--- config.mk ---
export PLATFORM = sky130hd
export DESIGN_NAME = spi_ram_ctrl
export DESIGN_NICKNAME = d
export VERILOG_FILES = /design/src/rtl/spi_ram_pkg.sv /design/src/rtl/spi_ram_mem.sv /design/src/rtl/spi_ram_ctrl.sv
export SDC_FILE = /design/constraint.sdc
export NUM_CORES = 2
export LEC_CHECK = 0
export BUFFER_PORTS_ARGS = -buffer_cell sky130_fd_sc_hd__buf_4
export CAP_MARGIN = 15
export CORE_MARGIN = 2
export CORE_UTILIZATION = 30
export CTS_CLUSTER_DIAMETER = 120
export DETAILED_ROUTE_END_ITERATION = 16
export HOLD_SLACK_MARGIN = 0.12
export PLACE_DENSITY_LB_ADDON = 0.12
export SYNTH_ARGS = -nofsm -noshare
export SYNTH_HDL_FRONTEND = slang
export SYNTH_SLANG_ARGS = --single-unit
--- constraint.sdc ---
create_clock -name clk -period 5.1 [get_ports clk]
set_input_delay 1.02 -clock clk [delete_from_list [all_inputs] [get_ports clk]]
set_output_delay 1.02 -clock clk [all_outputs]
set_load 0.02 [all_outputs]
--- src/rtl/spi_ram_pkg.sv ---
// spi_ram_pkg
// Shared definitions for the SPI-attached RAM stage: the 2-bit command codes
// carried in din[9:8] and the default memory geometry used by spi_ram_ctrl and
// spi_ram_mem.
package spi_ram_pkg;

  // Default geometry: one byte per location, full 8-bit address space.
  localparam int DEFAULT_MEM_DEPTH = 256;
  localparam int DEFAULT_ADDR_SIZE = 8;

  // Command field of each 10-bit word coming out of the SPI slave.
  typedef enum logic [1:0] {
    CMD_WR_ADDR = 2'b00,
    CMD_WR_DATA = 2'b01,
    CMD_RD_ADDR = 2'b10,
    CMD_RD_DATA = 2'b11
  } cmd_t;

endpackage

--- src/rtl/spi_ram_mem.sv ---
// spi_ram_mem
// Synchronous single-port byte memory with a registered read port, written so
// that synthesis maps it onto block RAM. The read register has a synchronous
// reset so that the read data seen downstream starts at zero; the array itself
// is never cleared.
//
// Ports:
//   i_clk    in   1          clock, rising edge
//   i_rstN   in   1          synchronous active-low reset of the read register
//   i_wrEn   in   1          write i_wrData to mem[i_addr]
//   i_rdEn   in   1          load mem[i_addr] into the read register
//   i_addr   in   ADDR_SIZE  shared read/write address
//   i_wrData in   8          write data
//   o_rdData out  8          registered read data, holds between reads
module spi_ram_mem
  import spi_ram_pkg::*;
#(
  parameter int MEM_DEPTH = DEFAULT_MEM_DEPTH,
  parameter int ADDR_SIZE = DEFAULT_ADDR_SIZE
) (
  input  logic                 i_clk,
  input  logic                 i_rstN,
  input  logic                 i_wrEn,
  input  logic                 i_rdEn,
  input  logic [ADDR_SIZE-1:0] i_addr,
  input  logic [7:0]           i_wrData,
  output logic [7:0]           o_rdData
);

  logic [7:0] r_mem [MEM_DEPTH];
  logic [7:0] r_rdData;

  // Array write. Kept in its own process without a reset so the tools see a
  // plain RAM write port.
  always_ff @(posedge i_clk) begin
    if (i_wrEn) begin
      r_mem[i_addr] <= i_wrData;
    end
  end

  // Output register of the RAM. It only changes on an enabled read, which is
  // what lets dout hold its value between successful reads.
  always_ff @(posedge i_clk) begin
    if (!i_rstN) begin
      r_rdData <= 8'h00;
    end else if (i_rdEn) begin
      r_rdData <= r_mem[i_addr];
    end
  end

  assign o_rdData = r_rdData;

endmodule

--- src/rtl/spi_ram_ctrl.sv ---
// spi_ram_ctrl
// Command decoder sitting behind the SPI slave. Each new word (rising edge of
// rx_valid) is decoded into an address load, a memory write or a memory read.
// Reads return a byte on dout with a one-cycle tx_valid strobe; data accesses
// issued before their address has ever been loaded pulse err instead.
//
// Ports:
//   clk      in   1   clock, rising edge
//   rst_n    in   1   synchronous active-low reset
//   din      in   10  {command[1:0], payload[7:0]} from the SPI slave
//   rx_valid in   1   din valid, may stay high for several cycles per word
//   dout     out  8   read data, holds until the next successful read
//   tx_valid out  1   one-cycle strobe, dout carries fresh read data
//   err      out  1   one-cycle strobe, data access without a loaded address
module spi_ram_ctrl
  import spi_ram_pkg::*;
#(
  parameter int MEM_DEPTH = DEFAULT_MEM_DEPTH,
  parameter int ADDR_SIZE = DEFAULT_ADDR_SIZE,
  parameter bit AUTO_INC  = 1'b0
) (
  input  logic       clk,
  input  logic       rst_n,
  input  logic [9:0] din,
  input  logic       rx_valid,
  output logic [7:0] dout,
  output logic       tx_valid,
  output logic       err
);

  logic                 r_rxValidD;
  logic [ADDR_SIZE-1:0] r_wrAddr;
  logic [ADDR_SIZE-1:0] r_rdAddr;
  logic                 r_wrAddrVld;
  logic                 r_rdAddrVld;
  logic                 r_txValid;
  logic                 r_err;

  logic                 w_accept;
  cmd_t                 w_cmd;
  logic                 w_memWe;
  logic                 w_memRe;
  logic [ADDR_SIZE-1:0] w_memAddr;
  logic                 w_errNext;
  logic [7:0]           w_rdData;

  // A word is taken only on the first cycle rx_valid is seen high, so a slave
  // that holds rx_valid for a whole frame still produces one operation. Reset
  // in the same cycle suppresses the accept so no write or strobe can slip out.
  assign w_accept = rx_valid & ~r_rxValidD & rst_n;
  assign w_cmd    = cmd_t'(din[9:8]);

  // Decode the accepted word into memory port controls. The memory has one
  // address port; only one word is accepted per cycle, so it is shared between
  // the write and read addresses.
  always_comb begin
    w_memWe   = 1'b0;
    w_memRe   = 1'b0;
    w_memAddr = r_wrAddr;
    w_errNext = 1'b0;
    if (w_accept) begin
      case (w_cmd)
        CMD_WR_DATA: begin
          if (r_wrAddrVld) begin
            w_memWe = 1'b1;
          end else begin
            w_errNext = 1'b1;
          end
        end
        CMD_RD_DATA: begin
          w_memAddr = r_rdAddr;
          if (r_rdAddrVld) begin
            w_memRe = 1'b1;
          end else begin
            w_errNext = 1'b1;
          end
        end
        default: begin
        end
      endcase
    end
  end

  // Edge-detect register, address registers with their sticky valid flags,
  // and the registered output strobes. Address increments wrap naturally at
  // the register width, which is the intended modulo behaviour.
  always_ff @(posedge clk) begin
    if (!rst_n) begin
      r_rxValidD  <= 1'b0;
      r_wrAddr    <= '0;
      r_rdAddr    <= '0;
      r_wrAddrVld <= 1'b0;
      r_rdAddrVld <= 1'b0;
      r_txValid   <= 1'b0;
      r_err       <= 1'b0;
    end else begin
      r_rxValidD <= rx_valid;
      r_txValid  <= w_memRe;
      r_err      <= w_errNext;
      if (w_accept) begin
        case (w_cmd)
          CMD_WR_ADDR: begin
            r_wrAddr    <= din[ADDR_SIZE-1:0];
            r_wrAddrVld <= 1'b1;
          end
          CMD_WR_DATA: begin
            if (r_wrAddrVld && AUTO_INC) begin
              r_wrAddr <= r_wrAddr + ADDR_SIZE'(1);
            end
          end
          CMD_RD_ADDR: begin
            r_rdAddr    <= din[ADDR_SIZE-1:0];
            r_rdAddrVld <= 1'b1;
          end
          CMD_RD_DATA: begin
            if (r_rdAddrVld && AUTO_INC) begin
              r_rdAddr <= r_rdAddr + ADDR_SIZE'(1);
            end
          end
          default: begin
          end
        endcase
      end
    end
  end

  spi_ram_mem #(
    .MEM_DEPTH (MEM_DEPTH),
    .ADDR_SIZE (ADDR_SIZE)
  ) u_mem (
    .i_clk    (clk),
    .i_rstN   (rst_n),
    .i_wrEn   (w_memWe),
    .i_rdEn   (w_memRe),
    .i_addr   (w_memAddr),
    .i_wrData (din[7:0]),
    .o_rdData (w_rdData)
  );

  assign dout     = w_rdData;
  assign tx_valid = r_txValid;
  assign err      = r_err;

endmodule

Word level (Yosys, flattened, before mapping)
Memory sizes are Yosys's and may differ from the RTL's. A register that Yosys moved wholly into a read port is not among the register bits.
Cells that the tools add are included.
{"block": "word_totals", "register_bits": 21, "mem_bits_rw": 2048, "inputBits": 13, "output_inout_bits": 10, "elab_cells": 32, "n_memories": 1}
{"block": "classes", "eq_ne": 3, "muxes": 13, "n_bitwise": 3, "n_reduce_logical": 5}
{"name": "u_mem.r_mem", "depth": 256, "width": 8, "rd": 1, "rd_ports_with_merged_regs": 1, "wr": 1, "line_no": "spi_ram_mem.sv:30", "rtl": "logic [7:0] r_mem [MEM_DEPTH];"}
{"op": "2-to-1 mux 8 bit", "count": 2}
{"op": "2-to-1 mux 1 bit", "count": 10}
{"op": "AND reduction 2 bit", "count": 3}
{"op": "equality test 2 bit, second input constant", "count": 2}
{"op": "AND 1 bit", "count": 2}
{"op": "equality test 2 x 1 -> 1 bit, second input constant", "count": 1}
{"op": "logical NOT 2 bit", "count": 1}
{"op": "case mux 1 bit (2 select lines)", "count": 1}
{"op": "logical NOT 1 bit", "count": 1}
{"op": "inverter 1 bit", "count": 1}

Logic depth before layout (Yosys ltp)
{"block": "depth", "ltp_word": 6, "ltp_mapped": 14, "mapped_depth_nobuf": 8}

Cells and area by module
From an unflattened synthesis, not the netlist that was laid out.
{"block": "hier_totals", "hier_cells": 3772, "hier_area_um2": 80138.1}
{"module": "spi_ram_mem", "instances": 1, "cells_each": 3672, "area_per_inst_um2": 79236.0, "seq_area_each_um2": 61659.1}
{"module": "spi_ram_ctrl", "instances": 1, "cells_each": 100, "area_per_inst_um2": 902.1, "seq_area_each_um2": 420.4}

Worst setup path before layout
No wires, ideal clock.
{"block": "synth_path", "kind": "input-to-reg", "start": "input port din[9]", "end": "memory u_mem.r_mem[150][0] (enable)", "setup_time_ns": 0.383, "arrival_time_ns": 3.576, "required_ns": 4.717, "slack_ns": 1.140, "cell_stages": 10, "path_buffers": 6, "path_cell_list": "buf_2 -> inv_1 -> nor4_2 -> buf_2 -> buf_2 -> buf_2 -> clkbuf_1 -> nor2_1 -> clkbuf_1 -> nor3_1"}
{"block": "synth_between", "elab_chain_len": 5, "word_cells_on_any_way": 8, "classes_between": "eq/ne (2); mux (6)"}
{"element": "from (decl)", "line_no": "spi_ram_ctrl.sv:24", "rtl": "input logic [9:0] din,"}
{"element": "equality test 2 x 1 -> 1 bit", "line_no": "spi_ram_ctrl.sv:62", "rtl": "case (w_cmd)"}
{"element": "2-to-1 mux 1 bit", "line_no": "spi_ram_ctrl.sv:62"}
{"element": "2-to-1 mux 1 bit", "line_no": "spi_ram_ctrl.sv:61", "rtl": "if (w_accept) begin"}
{"element": "2-to-1 mux 1 bit", "line_no": "spi_ram_mem.sv:36", "rtl": "if (i_wrEn) begin"}
{"element": "2-to-1 mux 1 bit (not written as such)", "line_no": "spi_ram_mem.sv:37", "rtl": "r_mem[i_addr] <= i_wrData;"}
{"element": "to (decl)", "line_no": "spi_ram_mem.sv:30"}
Parallel ways exist; a longest one is shown, timed or not.

Worst setup path in the final report
{"block": "layout_path", "start": "register r_rxValidD", "end": "register u_mem.r_rdData[0] (netlist: u_mem.o_rdData[0]) (read register of u_mem.r_mem)"}
{"block": "layout_between", "elab_chain_len": 4, "word_cells_on_any_way": 5, "classes_between": "mux (2); bitwise (3)"}
{"element": "from (decl)", "line_no": "spi_ram_ctrl.sv:31", "rtl": "logic r_rxValidD;"}
{"element": "from (signal assigned)", "line_no": "spi_ram_ctrl.sv:97", "rtl": "r_rxValidD <= rx_valid;"}
{"element": "inverter 1 bit *", "line_no": "spi_ram_ctrl.sv:50", "rtl": "assign w_accept = rx_valid & ~r_rxValidD & rst_n;"}
{"element": "AND 1 bit * (2 in a row)", "line_no": "spi_ram_ctrl.sv:50"}
{"element": "2-to-1 mux 8 bit or 2-to-1 mux 1 bit (tied branches)", "line_no": "spi_ram_ctrl.sv:61"}
{"element": "to (decl)", "line_no": "spi_ram_mem.sv:31", "rtl": "logic [7:0] r_rdData;"}
Every way passes the cells marked *; elsewhere a longest branch is shown, timed or not.
A chain may end at the register's enable or synchronous reset.

==> impl_metrics.py <==
metrics = {
    "detailed_routing": {
        "route.met2.wl_um": 141000,
        "wl_met3_um": 15200,
        "via_per_inst": 5.57,
        "vias": 53616,
        "highest_layer": "met4",
        "drtAntennaViolNets": 0,
        "met1_length_um": 138000,
        "avgRoutedWirePerCell_um": 31.3,
        "routed_wl_um": 301000,
        "drt_iter0_drc": 5943,
        "drc": 0,
        "dr.pass1.iters": 6,
    },
    "setup_path": {
        "cp.required_ps": 5800,
        "cp-endpoint": "u_mem.o_rdData[0]",
        "rrSetupSlack_ps": 260,
        "r2r-start": "r_rxValidD",
        "r2r_end": "u_mem.o_rdData[0]",
        "worstRegToRegCells": 10,
        "crit_type": "flip-flop to flip-flop",
        "crit_path_end_kind": "flip-flop",
        "startpoint": "r_rxValidD",
        "path_max_fanout": 21,
        "cp.arrival_ps": 5540,
        "start_kind": "flip-flop",
    },
    "global_routing": {
        "overflow": 0,
        "grt_max_degree": 120,
        "antenna_found_initial": 7,
        "grt_use_total_pct": 21.1,
        "grt_pass1_wl_um": 423000,
        "grt_pass1_vias": 52384,
    },
    "clocking": {
        "cts_root_buf": "clkbuf_16",
        "hold_buffers": 0,
        "cts-resized-gates": 0,
        "cts_setup_buffers": 0,
        "cts_sinks": 2077,
        "insertion_delay_ps": 890,
        "clkTransAtPathRegs_ps": 60,
        "cts_max_path_buffers": 3,
        "cts.htree.levels": 4,
        "cts_made_buffers": 226,
        "cts_tree": "yes",
    },
    "timing": {
        "report.final.hold_viol_count": 0,
        "fin_skew_ps": 46.9,
        "setup_ws_ps": 260,
        "max_slew.worst_pin.slew_ps": 1240,
        "period_needed_ps": 4840,
        "max_freq_mhz": 207,
        "rsz0062_at_grt": "no",
        "fin_crit_sh_pct": 94.9,
        "slew_headroom_pct": 16.6,
        "setup_viol": 0,
        "report.final.slew_viol_count": 0,
    },
    "place": {
        "port_buffers": 22,
        "dp_hpwl_um": 185000,
        "post-place-ws_ps": -528,
        "placed_cells": 9193,
        "gp_congestion": 0.814,
    },
    "finish": {
        "seq_area_um2": 62100,
        "final_nets": 5848,
        "stdcell_count": 9626,
        "drive_above_1_share_pct": 16.6,
        "fill_cells": 26027,
        "areaGrowthSynthToFinish_pct": 19.1,
        "multi_input_comb_area_um2": 18500,
    },
    "power_and_ir_drop": {
        "ir_drop_v": 0.000389,
        "switching_share_pct": 21.8,
        "p_total_uw": 36000,
        "power_density_nw_per_um2": 366,
        "pwr-share-comb_pct": 2.9,
        "p_clk_share_pct": 44.9,
        "p_int_uw": 28100,
        "leakage_uw": 0.0289,
        "sequentialPowerShare_pct": 52.2,
        "p_sw_uw": 7840,
    },
    "floorplan": {
        "initial_core_util_pct": 30.1,
        "die_area_um2": 279000,
        "io_pins": 23,
        "core_um2": 273000,
        "die_w_um": 528,
        "die_h_um": 528,
        "row_count": 192,
    },
    "logic_synthesis": {
        "synth_area_leaders": "edfxtp_1 (75%), o21ai_0 (7.1%), o21a_1 (3.6%)",
        "seq_area_frac_synth_pct": 75.3,
        "syn_area_per_cell_um2": 15.0,
        "synth_seq_cells": 2077,
        "yosysWarnings": 0,
        "yosys.area.top_type": "edfxtp_1",
        "synth.cell_area_um2": 82400,
        "synth_edf_count": 2048,
        "netlist_top_cells_count": "edfxtp_1 (2048), o21ai_0 (1161), clkbuf_1 (418)",
        "synthCells": 5497,
        "synth.top_cell.area_share_pct": 74.6,
        "synth_nets": 5510,
        "synthFlopType": "edfxtp_1",
        "synth.most_common_cell": "edfxtp_1",
        "synth.distinct_cells": 47,
        "async_reset_ff_share_pct": 0,
    },
    "run_status": {
        "outcome": "finished, final reports clean",
    },
    "flow_run": {
        "drv_cap": 0,
    },
    "worst_hold_path": {
        "hold_class": "primary input to flip-flop",
    },
}
==> how the worst min path moves through the flow <==
stage | start | to | slack, ps | cells after the start
3_5_place_dp | r_wrAddrVld | r_wrAddrVld | 470 | 1
6_report | rst_n | r_wrAddrVld | 390 | 2
2_1_floorplan | r_rdAddrVld | err | 420 | 1
5_1_grt | rst_n | r_wrAddrVld | 350 | 2
3_3_place_gp | r_rdAddrVld | err | 470 | 1
4_1_cts | rst_n | r_wrAddrVld | 320 | 2
==> cells by family after synthesis <==
group	after synthesis	synth area share (%)
muxes	24	0.298
buffers and inverters	531	2.64
DFF	2077	75.3
and+or+nand+nor	368	2.04
AOI/OAI and AO/OA	2497	19.7
==> through the flow <==
stage,utilization (%),setup TNS [ps],hold slack (ps),area [um2]
after detailed placement,33.2,-1180,465,90800
final,35.9,0,386,98100
after floorplan,-,0,415,82400
after global routing,35.9,0,347,98100
after global placement,33.2,-1250,472,90800
after CTS,35.9,0,318,98100
==> per-layer routing <==
layer  vias up  global-route usage (%)
met2      1855                    33.6
met1     28376                    30.2
met5         -                       0
li1      23035                       -
met3       350                    2.65
met4         0                    5.43
==> sequential cells by signal (all words and copies together) (netlist names) <==
register and count:
err 1, u_mem.o_rdData 8, u_mem.r_mem 2048, r_rdAddr 8
tx_valid 1, r_wrAddr 8, r_rxValidD 1, r_wrAddrVld 1
r_rdAddrVld 1
==> worst max-delay path: stages, from the launching register on <==
cell and delay, ps:
dfxtp_1 380, and4b_1 250, buf_4 200, and4_4 350
buf_4 310, o21a_1 220, o41ai_1 740, a41oi_1 380
or4_1 720, a211oi_1 910, a31oi_1 160
==> power by group through the flow <==
stage,combinational (uW),clock [uW],sequential (uW)
after CTS,1060,16500,18700
final,1040,16200,18800
after floorplan,330,0,19100
after detailed placement,1060,0,19100
after global routing,1100,17100,18700
after global placement,1050,0,19100
==> layout by cell type (no fill, tap or decap), types with 5 or more instances in the layout <==
cell / Yosys / final
a211oi_1: 7 / 7
a21oi_1: 132 / 131
a22oi_1: 256 / 256
a31oi_1: 10 / 9
a41o_1: 8 / 8
a41oi_1: 327 / 327
buf_12: 0 / 80
buf_4: 1 / 541
buf_8: 0 / 8
bufinv_16: 0 / 18
clkbuf_1: 418 / 57
clkbuf_16: 0 / 227
clkinv_1: 0 / 62
clkinv_16: 0 / 5
clkinv_2: 0 / 37
clkinvlp_4: 0 / 6
dfxtp_1: 29 / 29
diode_2: 0 / 5
edfxtp_1: 2048 / 2048
inv_1: 7 / 7
inv_16: 0 / 5
mux2i_1: 20 / 16
nand2_1: 17 / 17
nand2b_1: 11 / 11
nand3_1: 21 / 5
nand3_2: 0 / 16
nor2_1: 217 / 214
nor2b_1: 18 / 18
nor3_1: 49 / 49
nor4_1: 9 / 8
o21a_1: 390 / 390
o21ai_0: 1161 / 1160
o41ai_1: 186 / 183
o41ai_2: 6 / 9
or4_1: 7 / 7
==> cell type report <==
class | count | area share (%)
flip-flops and latches | 2077 | 63.3
multi-input cells | 2889 | 18.8
clock buffers | 285 | 6.02
repair buffers | 634 | 5.92
well taps | 3589 | 4.58
clock inverters | 140 | 1.36
inverters | 7 | 0.0268
diodes | 5 | 0.0128
(Power assumes the default switching activity.)
